File: src/rtl/controller_if.sv
// Status and control bundle between the game controller and its datapath.
// The controller takes the slave side; the testbench or datapath wrapper takes the master side.
interface controller_if;
    logic       enter;
    logic       end_fpga;
    logic       end_user;
    logic       end_time;
    logic       win;
    logic       match;
    logic       r1;
    logic       r2;
    logic       e1;
    logic       e2;
    logic       e3;
    logic       e4;
    logic       sel;
    logic [2:0] state;

    modport master (
        output enter, end_fpga, end_user, end_time, win, match,
        input  r1, r2, e1, e2, e3, e4, sel, state
    );

    modport slave (
        input  enter, end_fpga, end_user, end_time, win, match,
        output r1, r2, e1, e2, e3, e4, sel, state
    );
endinterface

File: src/rtl/controller.sv
// Moore FSM sequencing a memory game: setup, FPGA playback, user entry, check, result.
// The asynchronous enter button is synchronized and edge-detected into a single-cycle pulse.
module controller (
    input  logic         clock_50,
    input  logic         R,
    controller_if.slave  bus
);
    localparam logic [2:0] S_INIT       = 3'd0;
    localparam logic [2:0] S_SETUP      = 3'd1;
    localparam logic [2:0] S_PLAY_FPGA  = 3'd2;
    localparam logic [2:0] S_PLAY_USER  = 3'd3;
    localparam logic [2:0] S_CHECK      = 3'd4;
    localparam logic [2:0] S_NEXT_ROUND = 3'd5;
    localparam logic [2:0] S_RESULT     = 3'd6;

    logic [2:0] state_q, state_d;
    logic       sync1_q, sync1_d;
    logic       sync2_q, sync2_d;
    logic       hist_q, hist_d;
    logic       enter_pulse;

    logic r1, r2, e1, e2, e3, e4, sel;

    assign sync1_d     = bus.enter;
    assign sync2_d     = sync1_q;
    assign hist_d      = sync2_q;
    assign enter_pulse = sync2_q & ~hist_q;

    always_ff @(posedge clock_50 or posedge R) begin
        if (R) begin
            state_q <= S_INIT;
            sync1_q <= 1'b0;
            sync2_q <= 1'b0;
            hist_q  <= 1'b0;
        end else begin
            state_q <= state_d;
            sync1_q <= sync1_d;
            sync2_q <= sync2_d;
            hist_q  <= hist_d;
        end
    end

    always_comb begin
        state_d = state_q;
        case (state_q)
            S_INIT:       state_d = S_SETUP;
            S_SETUP:      if (enter_pulse) state_d = S_PLAY_FPGA;
            S_PLAY_FPGA:  if (bus.end_fpga) state_d = S_PLAY_USER;
            S_PLAY_USER: begin
                // Timeout outranks a simultaneous confirm.
                if (bus.end_time)      state_d = S_RESULT;
                else if (enter_pulse)  state_d = S_CHECK;
            end
            S_CHECK: begin
                if (!bus.match)                     state_d = S_RESULT;
                else if (bus.end_user && bus.win)   state_d = S_RESULT;
                else if (bus.end_user)              state_d = S_NEXT_ROUND;
                else                                state_d = S_PLAY_USER;
            end
            S_NEXT_ROUND: state_d = S_PLAY_FPGA;
            S_RESULT:     if (enter_pulse) state_d = S_INIT;
            default:      state_d = S_INIT;
        endcase
    end

    always_comb begin
        r1  = 1'b0;
        r2  = 1'b0;
        e1  = 1'b0;
        e2  = 1'b0;
        e3  = 1'b0;
        e4  = 1'b0;
        sel = 1'b0;
        case (state_q)
            S_SETUP:      e1 = 1'b1;
            S_PLAY_FPGA:  begin e3 = 1'b1; r2 = 1'b1; end
            S_PLAY_USER:  e2 = 1'b1;
            S_CHECK:      begin e4 = 1'b1; r2 = 1'b1; end
            S_NEXT_ROUND: r2 = 1'b1;
            S_RESULT:     sel = 1'b1;
            // INIT and the unused code both hold the datapath in reset.
            default:      begin r1 = 1'b1; r2 = 1'b1; end
        endcase
    end

    assign bus.r1    = r1;
    assign bus.r2    = r2;
    assign bus.e1    = e1;
    assign bus.e2    = e2;
    assign bus.e3    = e3;
    assign bus.e4    = e4;
    assign bus.sel   = sel;
    assign bus.state = state_q;
endmodule

File: src/flat_wrapper.sv
// flat-port wrapper written by rule: the top's interface ports become plain ports
module controller_flat 
  (clock_50, R, bus_enter, bus_end_fpga, bus_end_user, bus_end_time, bus_win, bus_match, bus_r1, bus_r2, bus_e1, bus_e2, bus_e3, bus_e4, bus_sel, bus_state);
  controller_if bus_i ();
  input  logic clock_50;
  input  logic R;
  input wire logic [$bits(bus_i.enter)-1:0] bus_enter;
  input wire logic [$bits(bus_i.end_fpga)-1:0] bus_end_fpga;
  input wire logic [$bits(bus_i.end_user)-1:0] bus_end_user;
  input wire logic [$bits(bus_i.end_time)-1:0] bus_end_time;
  input wire logic [$bits(bus_i.win)-1:0] bus_win;
  input wire logic [$bits(bus_i.match)-1:0] bus_match;
  output wire logic [$bits(bus_i.r1)-1:0] bus_r1;
  output wire logic [$bits(bus_i.r2)-1:0] bus_r2;
  output wire logic [$bits(bus_i.e1)-1:0] bus_e1;
  output wire logic [$bits(bus_i.e2)-1:0] bus_e2;
  output wire logic [$bits(bus_i.e3)-1:0] bus_e3;
  output wire logic [$bits(bus_i.e4)-1:0] bus_e4;
  output wire logic [$bits(bus_i.sel)-1:0] bus_sel;
  output wire logic [$bits(bus_i.state)-1:0] bus_state;
  assign bus_i.enter = bus_enter;
  assign bus_i.end_fpga = bus_end_fpga;
  assign bus_i.end_user = bus_end_user;
  assign bus_i.end_time = bus_end_time;
  assign bus_i.win = bus_win;
  assign bus_i.match = bus_match;
  assign bus_r1 = bus_i.r1;
  assign bus_r2 = bus_i.r2;
  assign bus_e1 = bus_i.e1;
  assign bus_e2 = bus_i.e2;
  assign bus_e3 = bus_i.e3;
  assign bus_e4 = bus_i.e4;
  assign bus_sel = bus_i.sel;
  assign bus_state = bus_i.state;
  controller u_core (.clock_50(clock_50), .R(R), .bus(bus_i));
endmodule
File: config.mk
export PLATFORM = sky130hd
export DESIGN_NAME = controller_flat
export DESIGN_NICKNAME = d
export VERILOG_FILES = /design/src/rtl/controller_if.sv /design/src/rtl/controller.sv /design/src/flat_wrapper.sv
export SDC_FILE = /design/constraint.sdc
export NUM_CORES = 1
export LEC_CHECK = 0
export ABC_AREA = 1
export ABC_CLOCK_PERIOD_IN_PS = 2000
export BUFFER_PORTS_ARGS = -buffer_cell sky130_fd_sc_hd__buf_2
export CAP_MARGIN = 10
export CORE_AREA = 2 2 39 41
export CTS_CLUSTER_DIAMETER = 150
export DETAILED_ROUTE_END_ITERATION = 16
export DIE_AREA = 0 0 41 43
export GPL_TIMING_DRIVEN = 0
export PLACE_DENSITY_LB_ADDON = 0.05
export SLEW_MARGIN = 10
export SYNTH_ARGS = -nofsm -noshare
export SYNTH_HDL_FRONTEND = slang
export SYNTH_SLANG_ARGS = --single-unit
File: constraint.sdc
create_clock -name clock_50 -period 2 [get_ports clock_50]
set_clock_uncertainty 0.1 [all_clocks]
set_input_delay 0.3 -clock clock_50 [delete_from_list [all_inputs] [get_ports clock_50]]
set_output_delay 0.3 -clock clock_50 [all_outputs]
set_load 0.05 [all_outputs]
==> results of run 1 <==
==> worst paths after layout <==
check / start / end / slack [ps] / cells past startpoint
max reg2reg: u_core.bus.state[0]$_DFFE_PP0P_ / u_core.bus.state[1]$_DFFE_PP0P_ / 660 / 7
min: bus_enter / u_core.sync1_q$_DFF_PP0_ / 60 / 1
max: u_core.bus.state[2]$_DFFE_PP0P_ / bus_r2 / 170 / 6
min reg2reg: u_core.sync1_q$_DFF_PP0_ / u_core.hist_d$_DFF_PP0_ / 250 / 0
min in group asynchronous: R / u_core.sync1_q$_DFF_PP0_ / 410 / 3
max in group asynchronous: R / u_core.bus.state[2]$_DFFE_PP0P_ / 1210 / 3
==> stage by stage <==
step                      setup WS (ps)  instances
after global placement              407         88
after CTS                           145         92
final                               166         92
after detailed placement            411         88
after floorplan                    -306         55
after global routing               44.4         92
==> layout make-up <==
cell class / instances / share of cell area
inverter: 11 / 0.0788
multi-input combinational: 38 / 0.372
clock buffer: 3 / 0.0430
tap: 16 / 0.0382
sequential: 6 / 0.286
timing repair buffer: 18 / 0.181
==> sequential cells by signal, indices dropped and copies added (netlist names) <==
signal and flops:
u_core.bus.state 3, u_core.hist_d 1, u_core.sync1_q 1, u_core.hist_q 1
==> cell families (layout without fill, tap and decap cells) <==
| group | Yosys count | in the layout | synth area share |
|---|---|---|---|
| AOI/OAI and AO/OA | 3 | 3 | 0.0399 |
| and+or+nand+nor | 35 | 35 | 0.452 |
| DFF | 6 | 6 | 0.399 |
| buffers and inverters | 11 | 32 | 0.110 |
==> routing by layer <==
metal | part of all wire | track usage
met1 | 0.43 | 0.109
met5 | 0 | 0
met2 | 0.50 | 0.181
met4 | 0.031 | 0.120
met3 | 0.031 | 0.0314
==> cells in the final DEF, fill, tap and decap left out, types with 2 or more instances in the layout <==
| cell type | netlist | final |
|---|---|---|
| dfrtp_1 | 6 | 6 |
| nand2_1 | 15 | 15 |
| nor2_2 | 3 | 3 |
| buf_2 | 0 | 17 |
| clkbuf_4 | 0 | 3 |
| o21ai_0 | 3 | 3 |
| nand3_1 | 6 | 6 |
| nor2_1 | 4 | 4 |
| inv_1 | 10 | 10 |
| nor3_2 | 0 | 2 |
| nand2_2 | 3 | 3 |
==> repair_timing <==
action / in CTS / in global routing
setup buffers: 0 / 0
endpoints found under the hold margin: 6 / 0
hold buffers: 1 / 0
==> out/results.ini, run 1 <==
[status]
status=finished clean

[hold_path]
hold_path.class=in2reg

[setup_path]
startpoint_type=flop
slowest_stage=dfrtp_1
worst-path-buf-inv=3
cp_max_fo=5
path_class=reg2out
worstPathRequired_ps=1600
cpPeakStageDelay_ps=420
crit_chain=inv_2 > nor2_1 > nand2_1 > inv_1 > nor3_2 > buf_2
crit_arrival_ps=1430
cp-end-kind=output port
crit_family=buffers and inverters

[global_routing]
grt-ovfl-total=0
track_usage=0.117
first_global_vias=362
grt_max_degree=7
grt_pass1_wl_um=1300
antenna_found_initial=0

[sta]
fin_hold_ws_ps=64.6
slew_headroom=0.821
final-setup-viol-count=0
rsz0062_at_grt=false
finalHoldViolations=0
max_freq_mhz=545
tns_ps=0
worstMarginPinSlew_ps=267
min_period_over_period=0.917
slew_violations=0
fin_crit_ps=1830

[route]
post_drt_wl_per_cell_um=8.74
finalWirelength_um=804
ant_nets=0
vias=396
route.detailed.drc=0
first_pass_iters=4
viasPerCell=4.30
first_iter_violations=4

[logic_synthesis]
synthTopCellsByArea=dfrtp_1 (40%), nand2_1 (15%), inv_1 (10%)
synthArstFlopShare=1.00
yosysTopAreaCellShare=0.399
ys_seq_area_frac=0.399
synthesis.nets=63
ys_seq_elements=6
synth_area_leader_cell=dfrtp_1
synth_most_common_cell=nand2_1
synth_warnings=0
syn_inst=55
synthFlopType=dfrtp_1
ys_types=12
synth_area_um2=377
synth_edf_count=0
postSynthAreaPerCell_um2=6.85
ys_top_cells_by_count=nand2_1 (15), inv_1 (10), dfrtp_1 (6), nand3_1 (6), nor2_1 (4)

[placed_design]
hpwlAfterDp_um=698
place_area_um2=492
portBuffers=17
gp_congestion=0.652

[clock_network]
insertion_delay_ps=240
htree_num_levels=1
cts_made_buffers=3
cts.sinks=6
cts_resized=0
ctsRootBufferMaster=clkbuf_4
cts_tree=built
clkTransAtPathRegs_ps=40
cts_buffer_depth=2

[layout]
multi_input_area_um2=195
stdcell_area_um2=524
finalNetCount=86
area_delta_synth_final_pct=39.2
fin_util=0.379
diodes=0
regArea_um2=150
fill_cells=168
final_layout_size_suffix_gt1_frac=0.408

[floorplan]
core_mm2=0.00138
io_pins=18
fp.dieH_um=43
dieArea_mm2=0.00176
initial_core_util=0.272
rows=14
die_x_um=41

[flow_run]
drv_cap=0

Power of run 1 is not shown: default switching activity piles up to over one toggle a cycle in this logic, so the estimate is an artifact.
==> inputs of run 2 (changes only) <==
--- a/config.mk
+++ b/config.mk
@@ -9,10 +9,10 @@
 export ABC_CLOCK_PERIOD_IN_PS = 2000
 export BUFFER_PORTS_ARGS = -buffer_cell sky130_fd_sc_hd__buf_2
 export CAP_MARGIN = 10
-export CORE_AREA = 2 2 39 41
+export CORE_AREA = 2 2 41 43
 export CTS_CLUSTER_DIAMETER = 150
 export DETAILED_ROUTE_END_ITERATION = 16
-export DIE_AREA = 0 0 41 43
+export DIE_AREA = 0 0 43 45
 export GPL_TIMING_DRIVEN = 0
 export PLACE_DENSITY_LB_ADDON = 0.05
 export SLEW_MARGIN = 10
==> out/results.ini, run 2 (synthesized netlist as in run 1, its figures left out) <==
[sta]
fin_crit_ps=1830  ; -4.58 ps
max_freq_mhz=547  ; +0.25%
rsz0062_at_grt=false
slew_headroom=0.823  ; +0.00106
finalHoldViolations=0  ; unchanged
slew_violations=0  ; unchanged
min_period_over_period=0.915  ; -0.00229
final-setup-viol-count=0  ; unchanged
worstMarginPinSlew_ps=265  ; -1.58 ps

[route]
route.detailed.drc=0  ; unchanged
vias=384  ; -3.0%
finalWirelength_um=801  ; -0.37%
first_pass_iters=4  ; unchanged
first_iter_violations=3  ; -1
ant_nets=0  ; unchanged
viasPerCell=4.17  ; -3.0%
post_drt_wl_per_cell_um=8.71  ; -0.37%

[floorplan]
dieArea_mm2=0.00194  ; +9.8%
core_mm2=0.00147  ; +6.3%
initial_core_util=0.256  ; -0.0162
io_pins=18  ; unchanged
die_x_um=43  ; +4.9%
fp.dieH_um=45  ; +4.7%
rows=14  ; unchanged

[setup_path]
worst-path-buf-inv=3  ; unchanged
startpoint_type=flop
crit_chain=inv_2 > nor2_1 > nand2_1 > inv_1 > nor3_2 > buf_2
slowest_stage=dfrtp_1
cpPeakStageDelay_ps=430  ; about the same
crit_family=buffers and inverters
cp-end-kind=output port
path_class=reg2out
worstPathRequired_ps=1600  ; about the same
cp_max_fo=5  ; unchanged
crit_arrival_ps=1430  ; about the same

[hold_path]
hold_path.class=in2reg

[clock_network]
clkTransAtPathRegs_ps=40  ; about the same
htree_num_levels=1  ; unchanged
cts_resized=0  ; unchanged
cts_tree=built
cts_made_buffers=3  ; unchanged
cts_buffer_depth=2  ; unchanged
insertion_delay_ps=240  ; about the same
ctsRootBufferMaster=clkbuf_4
cts_setup_buffers=0  ; unchanged
cts.sinks=6  ; unchanged

[layout]
fill_cells=171  ; +1.8%
regArea_um2=150  ; unchanged
final_common_cell=buf_2
fin_util=0.356  ; -0.0225
diodes=0  ; unchanged
layout_common_cells=buf_2 (17), nand2_1 (15), inv_1 (10), nand3_1 (6), dfrtp_1 (6)
finalNetCount=86  ; unchanged
multi_input_area_um2=195  ; unchanged
final_layout_size_suffix_gt1_frac=0.408  ; unchanged
area_delta_synth_final_pct=39.2  ; unchanged
largest_reg_flops=3  ; unchanged

[global_routing]
track_usage=0.108  ; -0.00822
grt_max_degree=7  ; unchanged
first_global_vias=365  ; +0.83%
antenna_found_initial=0  ; unchanged
grt-ovfl-total=0  ; unchanged
grt_pass1_wl_um=1490  ; +14%

[placed_design]
gp_congestion=0.695  ; +6.5%
hpwlAfterDp_um=662  ; -5.1%
portBuffers=17  ; unchanged

[flow_run]
drv_cap=0  ; unchanged

[status]
status=finished clean

## run 2: cell counts in the layout (fill, tap and decap cells not counted)
No cell type changed its count.
## run 2: worst paths after layout
path / startpoint / cells after the start / slack (ps) / to
worst max register to register: u_core.bus.state[0]$_DFFE_PP0P_ / 7 / 690 / u_core.bus.state[1]$_DFFE_PP0P_
worst min-delay path: bus_enter / 1 / 60 / u_core.sync1_q$_DFF_PP0_
worst max-delay path: u_core.bus.state[2]$_DFFE_PP0P_ / 6 / 170 / bus_r2
max in group asynchronous: R / 3 / 1200 / u_core.bus.state[0]$_DFFE_PP0P_
min in group asynchronous: R / 3 / 410 / u_core.sync1_q$_DFF_PP0_
worst min register to register: u_core.sync1_q$_DFF_PP0_ / 0 / 250 / u_core.hist_d$_DFF_PP0_
## run 2: final cells by class
type	count	area share
Sequential cell	6	0.286
Tap cell	16	0.0382
Timing Repair Buffer	18	0.181
Multi-Input combinational cell	38	0.372
Clock buffer	3	0.0430
Inverter	11	0.0788
## run 2: worst reg2reg max path: stages (launching register included)
cell and delay (ps):
dfrtp_1 400, inv_1 90, nor2_1 230, nand2_2 100, nand3_2 100, nand2_2 70, nand3_1 70, nand2_1 50
## run 2: timing repair
| item | in CTS | in global routing |
|---|---|---|
| hold buffers | 1 | 0 |
| setup endpoints to repair | 0 | 0 |
| endpoints found under the hold margin | 6 | 0 |
## run 2: through the flow
step | worst slack (ps) | hold WS, ps | std cells | setup TNS [ps] | area [um2]
after detailed placement | 414 | 122 | 88 | 0 | 492
after floorplan | -306 | -9.04 | 55 | -306 | 387
final | 171 | 64.7 | 92 | 0 | 524
after global routing | 38.0 | 42.8 | 92 | 0 | 524
after global placement | 408 | 122 | 88 | 0 | 492
after CTS | 144 | 53.1 | 92 | 0 | 524
## run 2: per-layer routing
metal | global-route usage | part of all wire | wire, um
met2 | 0.148 | 0.44 | 356
met4 | 0.0364 | 0 | 0
met1 | 0.134 | 0.44 | 353
met5 | 0 | 0 | 0
met3 | 0.0760 | 0.11 | 91
Power of run 2 is left out for the same reason.
==> inputs of run 3 (changes only) <==
--- a/config.mk
+++ b/config.mk
@@ -5,14 +5,14 @@
 export SDC_FILE = /design/constraint.sdc
 export NUM_CORES = 1
 export LEC_CHECK = 0
-export ABC_AREA = 1
+export ABC_AREA = 0
 export ABC_CLOCK_PERIOD_IN_PS = 2000
 export BUFFER_PORTS_ARGS = -buffer_cell sky130_fd_sc_hd__buf_2
 export CAP_MARGIN = 10
-export CORE_AREA = 2 2 41 43
+export CORE_AREA = 2 2 39 41
 export CTS_CLUSTER_DIAMETER = 150
 export DETAILED_ROUTE_END_ITERATION = 16
-export DIE_AREA = 0 0 43 45
+export DIE_AREA = 0 0 41 43
 export GPL_TIMING_DRIVEN = 0
 export PLACE_DENSITY_LB_ADDON = 0.05
 export SLEW_MARGIN = 10
==> out/results.ini, run 3 <==
[status]
status=finished clean

[logic_synthesis]
synth_most_common_cell=dfrtp_1
syn_inst=39  ; -29%
synthFlopType=dfrtp_1
ys_types=22  ; +10
yosysTopAreaCellShare=0.430  ; +0.0314
synth_edf_count=0  ; unchanged
synth_compound_area_frac=0.211  ; +0.172
yosys-mux-area-fraction=0  ; unchanged
synth_warnings=0  ; unchanged
synth-xor-area-share=0  ; unchanged
ys_top_cells_by_count=dfrtp_1 (6), nor2_1 (5), nand2_1 (4)
synthArstFlopShare=1.00  ; unchanged
synthesis.nets=47  ; -25%
synth_area_leader_cell=dfrtp_1
synth_area_um2=349  ; -7.3%
synth_top_family_by_area=simple AND/OR/NAND/NOR gates
ys_seq_area_frac=0.430  ; +0.0314
ys_seq_elements=6  ; unchanged
synthTopCellsByArea=dfrtp_1 (43%), nor2_1 (5.4%), o21ai_1 (4.3%)
synthSimpleGateAreaFrac=0.272  ; -0.179
postSynthAreaPerCell_um2=8.95  ; +31%
synthAdderAreaFrac=0  ; unchanged

[clock_network]
clkTransAtPathRegs_ps=40  ; about the same
htree_num_levels=1  ; unchanged
cts_tree=built
ctsRootBufferMaster=clkbuf_4
cts_buffer_depth=2  ; unchanged
cts.sinks=6  ; unchanged
insertion_delay_ps=240  ; about the same
cts_made_buffers=3  ; unchanged
cts_resized=0  ; unchanged

[hold_path]
hp-start=bus_enter
hold-path-cell-count=1  ; unchanged
hold_path.class=in2reg
min_to=u_core.sync1_q$_DFF_PP0_

[setup_path]
timing.rr.end=u_core.bus.state[1]$_DFFE_PP0P_
cp-end-kind=output port
startpoint_type=flop
crit_family=flip-flops
worst-path-buf-inv=1  ; -2
crit_arrival_ps=1460  ; +30 ps
worstRegToRegCells=4  ; -3
reg2reg_slack_ps=840  ; +150 ps
rr_startpoint=u_core.bus.state[0]$_DFFE_PP0P_
worstPathRequired_ps=1600  ; about the same
cpPeakStageDelay_ps=480  ; +50 ps
cp_max_fo=9  ; +4
slowest_stage=dfrtp_1
crit_chain=or3_1 > o21ai_2 > buf_2
path_class=reg2out

[route]
first_iter_violations=2  ; -1
finalWirelength_um=773  ; -3.5%
viasPerCell=4.34  ; +4.0%
route.detailed.drc=0  ; unchanged
vias=330  ; -14%
ant_nets=0  ; unchanged
post_drt_wl_per_cell_um=10.2  ; +17%
first_pass_iters=2  ; -2

[sta]
max_freq_mhz=537  ; -1.9%
finalHoldViolations=0  ; unchanged
rsz0062_at_grt=false
fin_crit_ps=1860  ; +34.5 ps
finalWorstSetupSlack_ps=136  ; -34.5 ps
slew_headroom=0.787  ; -0.0354
tns_ps=0  ; unchanged
min_period_over_period=0.932  ; +0.0172
final-setup-viol-count=0  ; unchanged
slew_violations=0  ; unchanged
fin_hold_ws_ps=68.9  ; +4.19 ps
worstMarginPinSlew_ps=319  ; +54.0 ps

[global_routing]
busiest_layer=met1
met2_usage=0.138  ; -0.0110
grt_use_met3=0.0628  ; -0.0132
first_global_vias=285  ; -22%
grtUsageMet1=0.142  ; +0.00759
track_usage=0.100  ; -0.00809
grt_max_degree=11  ; +4
grt-ovfl-total=0  ; unchanged
grt_pass1_wl_um=1210  ; -19%
antenna_found_initial=0  ; unchanged

[floorplan]
initial_core_util=0.252  ; -0.00369
die_x_um=41  ; -4.7%
rows=14  ; unchanged
dieArea_mm2=0.00176  ; -8.9%
fp.dieH_um=43  ; -4.4%
io_pins=18  ; unchanged
core_mm2=0.00138  ; -6.0%

[layout]
diodes=0  ; unchanged
largest_reg_flops=3  ; unchanged
area_delta_synth_final_pct=42.7
fin_util=0.360  ; +0.00356
final_common_cell=buf_2
final_layout_size_suffix_gt1_frac=0.483  ; +0.0754
finalNetCount=70  ; -19%
layout_common_cells=buf_2 (17), dfrtp_1 (6), nor2_1 (4), nand2_1 (4), clkbuf_4 (3)

[placed_design]
hpwlAfterDp_um=602  ; -9.0%
portBuffers=17  ; unchanged
gp_congestion=0.669  ; -3.7%
place_ws_ps=383  ; -31.5 ps

[flow_run]
drv_cap=0  ; unchanged

-- run 3: cell count changes after synthesis, moves of 2 or more --
cell | before | now
nand2_1 | 15 | 4
inv_1 | 10 | 1
nand3_1 | 6 | 0
nand2_2 | 3 | 0
nor2_2 | 3 | 0
o21ai_0 | 3 | 0
o21ai_1 | 0 | 3
a21o_1 | 0 | 2
a31oi_1 | 0 | 2
-- run 3: logic make-up (layout without fill, tap and decap cells) --
logic type             count (synthesis)  in the layout
AO/OA/AOI/OAI                         11             11
buffers and inverters                  5             26
flip-flops                             6              6
AND/OR/NAND/NOR                       17             17
-- run 3: what timing repair did --
| item | in CTS | in global routing |
|---|---|---|
| hold buffers | 1 | 0 |
| hold endpoints to repair | 6 | 0 |
| buffers inserted | 0 | 0 |
-- run 3: per-layer routing --
| metal | up-vias | share of wire |
|---|---|---|
| li1 | 177 | - |
| met1 | 143 | 0.47 |
| met2 | 10 | 0.46 |
| met3 | 0 | 0.069 |
| met4 | 0 | 0 |
| met5 | - | 0 |
-- run 3: cell type report --
class                      count  area (um2)
buffer                         2        18.8
clock buffer                   3        22.5
fill                         149         886
inverter                       3        11.3
multi-input combinational     28         180
sequential                     6         150
tap                           16        20.0
timing repair buffer          18        95.1
-- run 3: how the worst max path moves through the flow --
stage	startpoint	endpoint	slack, ps	depth (start not counted)
floorplan	u_core.bus.state[0]$_DFFE_PP0P_	bus_r2	-230	4
CTS	u_core.bus.state[2]$_DFFE_PP0P_	bus_r1	120	3
global placement	u_core.bus.state[2]$_DFFE_PP0P_	bus_r1	380	3
global route	u_core.bus.state[2]$_DFFE_PP0P_	bus_r1	70	3
finish	u_core.bus.state[2]$_DFFE_PP0P_	bus_r1	140	3
detailed placement	u_core.bus.state[2]$_DFFE_PP0P_	bus_r1	380	3
-- run 3: per-stage QoR --
stage / instance area (um2) / std cells
after floorplan: 360 / 39
after global placement: 465 / 72
after detailed placement: 465 / 72
after CTS: 498 / 76
after global routing: 498 / 76
final: 498 / 76
Power of run 3 is left out for the same reason.
